**src/rtl/lcd_nibble_receiver.sv**
```systemverilog
// HD44780 4-bit write-bus receiver that mirrors the 2x16 visible display into a 32-byte buffer.
// Optional nibble timeout: define LCD_RX_TIMEOUT_EN to drop a hi nibble left waiting TIMEOUT_CYC cycles.
module lcd_nibble_receiver #(
   parameter int SYNC_STAGES = 2,
   parameter int TIMEOUT_CYC = 64
) (
   input  logic       Clk,
   input  logic       Re,
   input  logic       lcd_rs,
   input  logic       lcd_e,
   input  logic [3:0] lcd_data,
   input  logic [4:0] rd_addr,
   output logic [7:0] rd_char,
   output logic       byte_valid,
   output logic [7:0] byte_out,
   output logic       byte_rs,
   output logic [6:0] ddram_addr,
   output logic       clear_busy,
   output logic       err
);

   typedef enum logic {HI, LO} nib_state_t;

   if (SYNC_STAGES < 2) begin : g_bad_sync
      $error("SYNC_STAGES must be at least 2");
   end
   if (TIMEOUT_CYC < 1) begin : g_bad_timeout
      $error("TIMEOUT_CYC must be at least 1");
   end

   logic [SYNC_STAGES-1:0]      e_sync;
   logic [SYNC_STAGES-1:0]      rs_sync;
   logic [SYNC_STAGES-1:0][3:0] data_sync;
   logic                        e_prev;

   nib_state_t state;
   logic [3:0] hi_nib;
   logic       hi_rs;
   logic       fill_active;
   logic [4:0] fill_idx;
   logic [7:0] buffer [32];

   logic       e_fall;
   logic       cur_rs;
   logic [3:0] cur_data;
   logic       byte_done;
   logic       rs_mismatch;
   logic [7:0] new_byte;
   logic       cmd_addr;
   logic       cmd_clear;
   logic       data_write;
   logic       data_drop;
   logic       in_row0;
   logic       in_row1;
   logic       store_ok;
   logic [6:0] ddram_inc;
   logic       mem_we;
   logic [4:0] mem_idx;
   logic [7:0] mem_val;
   logic       timeout_hit;

   always_ff @(posedge Clk) begin
      if (Re) begin
         e_sync    <= '0;
         rs_sync   <= '0;
         data_sync <= '0;
         e_prev    <= 1'b0;
      end else begin
         e_sync    <= {e_sync[SYNC_STAGES-2:0], lcd_e};
         rs_sync   <= {rs_sync[SYNC_STAGES-2:0], lcd_rs};
         data_sync <= {data_sync[SYNC_STAGES-2:0], lcd_data};
         e_prev    <= e_sync[SYNC_STAGES-1];
      end
   end

   assign e_fall   = e_prev & ~e_sync[SYNC_STAGES-1];
   assign cur_rs   = rs_sync[SYNC_STAGES-1];
   assign cur_data = data_sync[SYNC_STAGES-1];

   assign byte_done   = (state == LO) && e_fall && (cur_rs == hi_rs);
   assign rs_mismatch = (state == LO) && e_fall && (cur_rs != hi_rs);
   assign new_byte    = {hi_nib, cur_data};
   assign cmd_addr    = byte_done && !hi_rs && new_byte[7];
   assign cmd_clear   = byte_done && !hi_rs && (new_byte == 8'h01);
   assign data_write  = byte_done && hi_rs && !fill_active;
   assign data_drop   = byte_done && hi_rs && fill_active;

   // Only DDRAM 0x00-0x0F and 0x40-0x4F are visible; other addresses still advance the counter.
   assign in_row0  = (ddram_addr[6:4] == 3'b000);
   assign in_row1  = (ddram_addr[6:4] == 3'b100);
   assign store_ok = data_write && (in_row0 || in_row1);
   assign ddram_inc = (ddram_addr == 7'h27) ? 7'h40 :
                      (ddram_addr == 7'h67) ? 7'h00 : ddram_addr + 7'd1;

   assign mem_we  = !Re && (fill_active || store_ok);
   assign mem_idx = fill_active ? fill_idx : {in_row1, ddram_addr[3:0]};
   assign mem_val = fill_active ? 8'h20 : new_byte;

`ifdef LCD_RX_TIMEOUT_EN
   localparam int TW = $clog2(TIMEOUT_CYC + 1);
   logic [TW-1:0] to_cnt;

   assign timeout_hit = (state == LO) && !e_fall && (to_cnt == TW'(TIMEOUT_CYC - 1));

   always_ff @(posedge Clk) begin
      if (Re) begin
         to_cnt <= '0;
      end else if (e_fall) begin
         to_cnt <= '0;
      end else if (state == LO && !timeout_hit) begin
         to_cnt <= to_cnt + TW'(1);
      end
   end
`else
   assign timeout_hit = 1'b0;
`endif

   // A mismatched lo nibble is kept as the new hi nibble, so the FSM stays in LO.
   always_ff @(posedge Clk) begin
      if (Re) begin
         state       <= HI;
         hi_nib      <= 4'h0;
         hi_rs       <= 1'b0;
         byte_valid  <= 1'b0;
         byte_out    <= 8'h00;
         byte_rs     <= 1'b0;
         ddram_addr  <= 7'h00;
         err         <= 1'b0;
         fill_active <= 1'b1;
         fill_idx    <= 5'd0;
      end else begin
         byte_valid <= byte_done;
         err        <= rs_mismatch | data_drop | timeout_hit;
         if (byte_done) begin
            byte_out <= new_byte;
            byte_rs  <= hi_rs;
         end

         case (state)
            HI: begin
               if (e_fall) begin
                  hi_nib <= cur_data;
                  hi_rs  <= cur_rs;
                  state  <= LO;
               end
            end
            LO: begin
               if (byte_done) begin
                  state <= HI;
               end else if (rs_mismatch) begin
                  hi_nib <= cur_data;
                  hi_rs  <= cur_rs;
               end else if (timeout_hit) begin
                  state <= HI;
               end
            end
            default: state <= HI;
         endcase

         if (cmd_clear) begin
            ddram_addr <= 7'h00;
         end else if (cmd_addr) begin
            ddram_addr <= new_byte[6:0];
         end else if (data_write) begin
            ddram_addr <= ddram_inc;
         end

         if (cmd_clear) begin
            fill_active <= 1'b1;
            fill_idx    <= 5'd0;
         end else if (fill_active) begin
            if (fill_idx == 5'd31) begin
               fill_active <= 1'b0;
            end
            fill_idx <= fill_idx + 5'd1;
         end
      end
   end

   assign clear_busy = fill_active;

   always_ff @(posedge Clk) begin
      if (mem_we) begin
         buffer[mem_idx] <= mem_val;
      end
   end

   // Registered read sees the old entry when a write to the same index lands on this edge.
   always_ff @(posedge Clk) begin
      if (Re) begin
         rd_char <= 8'h00;
      end else begin
         rd_char <= buffer[rd_addr];
      end
   end

endmodule

```
**config.mk**
```make
export PLATFORM = sky130hd
export DESIGN_NAME = lcd_nibble_receiver
export DESIGN_NICKNAME = d
export VERILOG_FILES = /design/src/rtl/lcd_nibble_receiver.sv
export SDC_FILE = /design/constraint.sdc
export NUM_CORES = 1
export LEC_CHECK = 0
export CAP_MARGIN = 10
export CORE_MARGIN = 2
export CORE_UTILIZATION = 49
export DETAILED_ROUTE_END_ITERATION = 8
export GPL_TIMING_DRIVEN = 0
export PLACE_DENSITY = 0.69
export REMOVE_ABC_BUFFERS = 1
export SLEW_MARGIN = 0
export SYNTH_ARGS = -nofsm -noshare
export SYNTH_HDL_FRONTEND = slang
export SYNTH_SLANG_ARGS = --single-unit
```
**constraint.sdc**
```tcl
create_clock -name Clk -period 1.9 [get_ports Clk]
set_clock_uncertainty 0.05 [all_clocks]
set_input_delay 0.19 -clock Clk [delete_from_list [all_inputs] [get_ports Clk]]
set_output_delay 0.19 -clock Clk [all_outputs]
set_load 0.05 [all_outputs]
```
# Yosys cells after proc, flatten, opt, wreduce, memory -nomap -nowiden
# Memory sizes are Yosys's and may differ from the RTL's. A register that Yosys moved wholly into a read port is not among the register bits.
# Index checks and enable logic that the tools add are counted.
# classes
magnitude_cmp,0
mul,0
muxes,21
eq_ne,10
n_addsub,2
n_reduce_logical,20
n_shift,0
n_div,0
bitwise_logic,4
# ops
op,count
$mux 7,4
$mux 4,3
$logic_and 1x1->1,11
$mux 1,9
$eq 8x1->1 const B,1
$mux 8,1
$pmux 4 s2,1
$add 7x1->7 const B,1
$eq 7x6->1 const B,1
$eq 7x7->1 const B,1
$add 5x1->5 const B,1
$eq 5x5->1 const B,1
$mux 5,1
$ne 2x2->1 const B,2
$pmux 1 s2,2
$eq 3x3->1 const B,1
$logic_not 1->1,3
$logic_not 3->1,1
$reduce_and 3->1,1
$logic_or 1x1->1,2
$ne 2x1->1 const B,1
$not 1->1,2
$reduce_bool 2->1,1
$reduce_or 2->1,1
4 further kinds,4
# totals
wordCells,73
latchBits,0
n_memories,1
ff_bits,43
ram_bits,256
output_inout_bits,27
mem_bits_ro,0
# mem_list
memory,words,width,rd,rd_clocked_by_memory_dff,wr,line,rtl
buffer,32,8,1,1,1,41,logic [7:0] buffer [32];

# Depth between registers and ports, before layout
# Gate-level depths: netlist of the first run.
# depth
ltp_word,11
mapped_depth,7

# Worst setup path after synthesis of the first run
# No wires, ideal clock.
# synth_path
path_kind,register to register
from,register fill_active (netlist: clear_busy)
to,memory buffer[18][0] (enable)
n_path_buf,2
arrival_time_ns,1.976
stages_incl_launch_ff,7
t_required_ns,1.479
setup_ns,0.371
path_slack_ns,-0.496
synth_period_minus_slack_ns,2.396
cell_sequence,dfxtp_1 > buf_2 > buf_2 > nand2_1 > o41ai_1 > nand2_1 > nor2_1
# synth_between
elab_chain_len,7
elab_cells_between_ends,8
cone_classes,3 x mux; 5 x reduce/logical
# synth_rtl
element,line,rtl
from (decl),39,logic fill_active;
from (signal assigned),129,fill_active <= 1'b1;
from (signal assigned),169,fill_active <= 1'b1;
from (signal assigned),173,fill_active <= 1'b0;
$logic_not 1->1,85,assign data_write = byte_done && hi_rs && !fill_active;
$logic_and 1x1->1,85,
$logic_and 1x1->1,91,assign store_ok = data_write && (in_row0 || in_row1);
$logic_or 1x1->1,95,assign mem_we = !Re && (fill_active || store_ok);
$logic_and 1x1->1,95,
$mux 1,183,if (mem_we) begin
$mux 1 (not written as such),184,buffer[mem_idx] <= mem_val;
to (decl),41,
# Parallel ways exist; a longest one is shown, timed or not.

# Worst setup path after layout of the first run
# layout_path
from,register fill_active (netlist: clear_busy)
to,memory buffer[24][0] (enable)
# The elaborated chain is that of the path after synthesis.

==> impl_metrics.tcl, run 1 <==
set metrics [dict create \
    timing.rr.end "buffer[24][0]" \
    grt_max_degree 57 \
    r2r_start "clear_busy" \
    maxSlewViolCount 0 \
    syn_area_um2 12100 \
    cts_tree "built" \
    synthFlopType "edfxtp_1" \
    path_clk_slew_ns 0.06 \
    hpwl_um 15200 \
    power_frac_comb_pct 4.8 \
    intPower_mw 10.9 \
    leakagePower_nw 4.59 \
    dieHeight_um 161 \
    violations "setup timing" \
    path_class "reg2reg" \
    cts_made_buffers 30 \
    cts_max_path_buffers 3 \
    port_buffers 39 \
    setup_viol 110 \
    route.detailed.drc 0 \
    layout-drive-gt1-share_pct 29.1 \
    rows 57 \
    worstMarginPinSlew_ns 0.891 \
    coreArea_um2 24200 \
    peakVddDrop_v 0.000723 \
    crit_required_ns 2.10 \
    grt_usage_pct 19.7 \
    p_seq_share_pct 53.2 \
    ys.warnings.count 0 \
    p_clk_share_pct 41.9 \
    synth.avg_cell_area_um2 17.8 \
    layout_commonest_cell "edfxtp_1" \
    ant_nets 0 \
    wire_per_inst_um 22.7 \
    grt_pass1_wl_um 38900 \
    grt_pass1_vias 6665 \
    final_hold_viol_count 0 \
    gp_congestion 0.820 \
    pwr_density_cell_nw_per_um2 925 \
    final_nets 790 \
    r2r_cells 7 \
    clock.fmax_mhz 508 \
    synth-edff-count 256 \
    netlist_instances 678 \
    cts_root_buf "clkbuf_16" \
    instances_no_fill 1122 \
    clkLatencyLatePin_ns 0.55 \
    hold_depth 2 \
    antenna_found_initial 0 \
    finalSetupTns_ns -3.78 \
    vias 6472 \
    holdCritPathClass "in2reg" \
    ys_seq_area_share_pct 72.1 \
    netSwitchingFraction_pct 20.2 \
    hp-start "lcd_rs" \
    critPathLaunchType "register" \
    cts_sinks 307 \
    period_needed_ns 1.97 \
    ys_seq_elements 307 \
    die_w_um 161 \
    mostFrequentLayoutCells "edfxtp_1 (256), mux4_2 (60), dfxtp_1 (44)" \
    drt_iter0_markers 558 \
    synth_async_sr_flop_share_pct 0 \
    rsz0062_at_grt "yes" \
    yosysUniqueCellTypes 56 \
    p_sw_mw 2.77 \
    fin_ws_ns -0.0682 \
    end_kind "register" \
    start_util_pct 49.8 \
    die_area_um2 25900 \
    reg2reg_slack_ns -0.07 \
    ctsHtreeMaxLevel 1 \
    slew_headroom_pct 40.6 \
    cp.arrival_ns 2.17 \
    wl_um 25500 \
    diodes 0 \
    maxCapViolations 0 \
    io-pin-count 40 \
    worstHoldEndpoint "rs_sync[0]" \
    ctsHoldBuffers 0 \
    period_share_pct 104 \
    area_growth_pct 22.6 \
    firstDrtPassIters 4 \
    dp_cells 1015 \
    avgViaCountPerCell 5.77 \
    outcome "finished, violations left" \
    cp_max_fo 8 \
    overflow 0 \
]
==> timing repair <==
action / CTS / global route
hold endpoints to repair: 0 / 0
endpoints found under the setup margin: 546 / 288
pin swaps: 23 / 21
gates resized for setup: 113 / 20
setup buffers: 39 / 12
==> area by class of cell <==
type | count | area, um^2
fill | 1676 | 9430
sequential | 307 | 8720
multi-input combinational | 331 | 3460
timing repair buffer | 100 | 1260
clock buffer | 38 | 802
tap | 324 | 405
clock inverter | 18 | 158
inverter | 4 | 15.0
==> cells in the mapped netlist (2+ instances only) <==
cell      count  area share [%]
edfxtp_1    256              64
mux4_2       60              11
nor2_1       53             1.6
dfxtp_1      51             8.5
nand2_1      45             1.4
mux2i_1      32             2.7
nor2b_1      24             1.2
a21oi_1      17            0.70
buf_2        17            0.70
a22oi_1       9            0.56
and3_1        7            0.36
o211ai_1      6            0.37
a31oi_1       5            0.26
clkbuf_1      5            0.16
nand4b_1      5            0.36
o21ai_0       5            0.21
buf_4         4            0.25
buf_6         4            0.37
inv_1         4            0.12
mux2_2        4            0.37
mux4_1        4            0.87
nand3_1       4            0.17
nor3_1        4            0.17
xnor2_1       4            0.29
and2_1        3            0.16
and3b_1       3            0.22
ha_1          3            0.31
nand3b_1      3            0.19
a211oi_1      2            0.12
a221o_1       2            0.17
a41o_1        2            0.17
and4_1        2            0.15
buf_1         2           0.062
buf_8         2            0.25
nand2b_1      2            0.10
nand4_1       2            0.10
or4_1         2            0.12
==> registers in the layout (all words and copies together), names as in the netlist <==
signal      cells
err             1
e_sync          2
rd_char         8
fill_idx        5
buffer        256
byte_valid      1
cur_data        4
clear_busy      1
data_sync       4
ddram_addr      7
hi_nib          4
e_prev          1
rs_sync         2
byte_out        8
hi_rs           1
byte_rs         1
state           1
==> layer usage <==
layer	up-vias	part of all wire [%]	global-route usage, %
li1	2891	-	-
met1	3319	42	27.1
met2	218	50	33.3
met3	44	5.4	2.62
met4	0	2.7	5.80
met5	-	0	0
==> kinds of logic after synthesis <==
group           synth area share, %
flops                          72.1
xor+xnor                      0.362
mux                            15.1
compound gates                 3.35
fa+ha+maj                     0.311
simple gates                   6.66
buf+inv                        2.16
==> power by group through the flow <==
| stage | Sequential, mW | Combinational [mW] | Clock, mW |
|---|---|---|---|
| detailed placement | 7.44 | 0.558 | 0 |
| finish | 7.29 | 0.661 | 5.75 |
| floorplan | 7.48 | 0.252 | 0 |
| global placement | 7.44 | 0.573 | 0 |
| CTS | 7.29 | 0.637 | 5.83 |
| global route | 7.30 | 0.700 | 6.10 |
==> worst max path at each step <==
stage	slack, ns	end	cells after the start	startpoint
floorplan	-0.71	buffer[10][0]	3	clear_busy
global placement	-3.62	rd_char[5]	5	rd_addr[1]
detailed placement	-1.45	buffer[0][6]	3	clear_busy
CTS	-0.008	buffer[25][2]	5	clear_busy
global route	-0.14	buffer[0][4]	4	ddram_addr[2]
finish	-0.07	buffer[24][0]	7	clear_busy
==> worst max-delay path, stage by stage, from the launching register on <==
cell and delay [ns]:
dfxtp_4 0.37, buf_12 0.13, o41ai_4 0.44, buf_4 0.21, buf_12 0.11, nand2_8 0.08
nor2_4 0.15, buf_12 0.14
==> stage by stage <==
step | instance area [um^2] | utilization [%] | hold slack, ns | total power [mW] | worst slack (ns)
global placement | 12600 | 52.1 | 0.367 | 8.01 | -3.62
detailed placement | 12800 | 52.8 | 0.373 | 8.00 | -1.45
CTS | 14600 | 60.2 | 0.132 | 13.8 | -0.00758
floorplan | 11800 | - | 0.209 | 7.73 | -0.713
global route | 14800 | 61.1 | 0.131 | 14.1 | -0.145
finish | 14800 | 61.1 | 0.148 | 13.7 | -0.0682
No activity file was read; power rests on OpenSTA's default activity.
==> run 2, diff against run 1 <==
--- a/config.mk
+++ b/config.mk
@@ -9,9 +9,9 @@
 export CORE_MARGIN = 2
 export CORE_UTILIZATION = 49
 export DETAILED_ROUTE_END_ITERATION = 8
-export GPL_TIMING_DRIVEN = 0
 export PLACE_DENSITY = 0.69
 export REMOVE_ABC_BUFFERS = 1
+export SKIP_LAST_GASP = 1
 export SLEW_MARGIN = 0
 export SYNTH_ARGS = -nofsm -noshare
 export SYNTH_HDL_FRONTEND = slang
==> impl_metrics.tcl, run 2 (synthesis results as in run 1) <==
set metrics [dict create \
    cp_slowest_cell "clkdlybuf4s50_1" \
    pwr_density_cell_nw_per_um2 975 \
    grt_pass1_wl_um 38700 \
    io-pin-count 40 \
    vias 6455 \
    largest_register_ffs 256 \
    cp_max_fo 1 \
    grt_pass1_vias 6587 \
    r2r_cells 6 \
    ctsHtreeMaxLevel 1 \
    nFillCells 1783 \
    reg2reg_slack_ns 0.06 \
    p_clk_share_pct 43.9 \
    critPathLaunchType "register" \
    worstHoldEndpoint "rs_sync[0]" \
    final_nets 815 \
    overflow 0 \
    wl_um 24900 \
    area_growth_pct 19.6 \
    fin_ws_ns 0.0311 \
    grt_max_degree 40 \
    power_mw 14.1 \
    crit_family "buffers and inverters" \
    hp-start "lcd_rs" \
    cts_max_path_buffers 3 \
    path_class "reg2out" \
    ant_nets 0 \
    cp.arrival_ns 1.63 \
    clock.fmax_mhz 535 \
    power_frac_comb_pct 4.4 \
    final_hold_viol_count 0 \
    path_cells "clkdlybuf4s50_1" \
    drt_iter0_markers 593 \
    die_w_um 161 \
    hold_depth 2 \
    holdCritPathClass "in2reg" \
    rsz0062_at_grt "yes" \
    cts_made_buffers 30 \
    finalSetupTns_ns 0 \
    cts_sinks 307 \
    maxSlewViolCount 0 \
    layout_commonest_cell "edfxtp_1" \
    intPower_mw 11.3 \
    p_sw_mw 2.76 \
    rows 57 \
    cp_num_buf_inv 1 \
    leakagePower_nw 4.64 \
    cts_tree "built" \
    path_clk_slew_ns 0.06 \
    netSwitchingFraction_pct 19.6 \
    maxCapViolations 0 \
    wire_per_inst_um 21.7 \
    gp_congestion 0.905 \
    setup_viol 0 \
    p_seq_share_pct 51.8 \
    crit_required_ns 1.66 \
    regMostFlops "buffer" \
    hold_ws_ns 0.143 \
    max_stage_delay_ns 0.79 \
    clkLatencyLatePin_ns 0.54 \
    r2r_start "clear_busy" \
    avgViaCountPerCell 5.63 \
    period_share_pct 98.4 \
    reg.largest.list "buffer (256), byte_out (8), rd_char (8)" \
    grt_usage_pct 19.6 \
    antenna_found_initial 0 \
    diodes 0 \
    start_util_pct 49.8 \
    period_needed_ns 1.87 \
    die_area_um2 25900 \
    timing.rr.end "buffer[2][7]" \
    outcome "finished, final reports clean" \
    end_kind "output port" \
    dieHeight_um 161 \
    pre_cts_slack_ns -0.0612 \
    worstMarginPinSlew_ns 0.671 \
    cts_root_buf "clkbuf_16" \
    layout-drive-gt1-share_pct 26.6 \
    port_buffers 39 \
    hpwl_um 16300 \
    mostFrequentLayoutCells "edfxtp_1 (256), buf_4 (76), mux4_2 (60)" \
    route.detailed.drc 0 \
    peakVddDrop_v 0.000648 \
    coreArea_um2 24200 \
    path_depth 1 \
    slew_headroom_pct 55.3 \
    firstDrtPassIters 7 \
]
run 2: final cells by class:
type                       instances  area [um^2]  share of cell area [%]
sequential                       307         8710                    60.3
multi-input combinational        331         3140                    21.7
timing repair buffer             125         1130                    7.83
clock buffer                      37          798                    5.52
tap                              324          405                    2.80
clock inverter                    19          250                    1.73
inverter                           4         15.0                   0.104
run 2: what timing repair did:
| action | CTS | global route |
|---|---|---|
| setup buffers | 0 | 1 |
| resized for setup | 20 | 13 |
| pin swaps | 0 | 2 |
| hold buffers | 0 | 0 |
| setup endpoints to repair | 36 | 258 |
run 2: worst max-delay path by stage:
stage	start	endpoint
floorplan	clear_busy	buffer[10][0]
finish	rd_char[0]	rd_char[0]
detailed placement	rd_addr[1]	rd_char[3]
global placement	rd_addr[1]	rd_char[3]
CTS	clear_busy	buffer[4][0]
global route	clear_busy	buffer[1][1]
run 2: power by group through the flow:
stage	sequential [mW]	clock (mW)	combinational (mW)
after floorplan	7.48	0	0.252
after global placement	7.44	0	0.615
after detailed placement	7.44	0	0.622
after CTS	7.30	6.28	0.617
after global routing	7.30	6.55	0.654
final	7.30	6.18	0.614
run 2: through the flow:
stage	util (%)	area, um^2	instances
after detailed placement	55.1	13400	1090
after global placement	55.1	13400	1090
after global routing	59.6	14500	1147
final	59.6	14500	1147
after CTS	59.4	14400	1146
after floorplan	-	11800	642
run 2: layer usage:
layer / track usage [%] / up-vias / part of all wire, % / wire length (um)
met5: 0 / - / 0 / 0
met4: 4.30 / 0 / 1.7 / 431
met3: 2.98 / 38 / 6.5 / 1610
met2: 34.3 / 226 / 52 / 13000
met1: 26.2 / 3264 / 40 / 9900
li1: - / 2927 / - / -
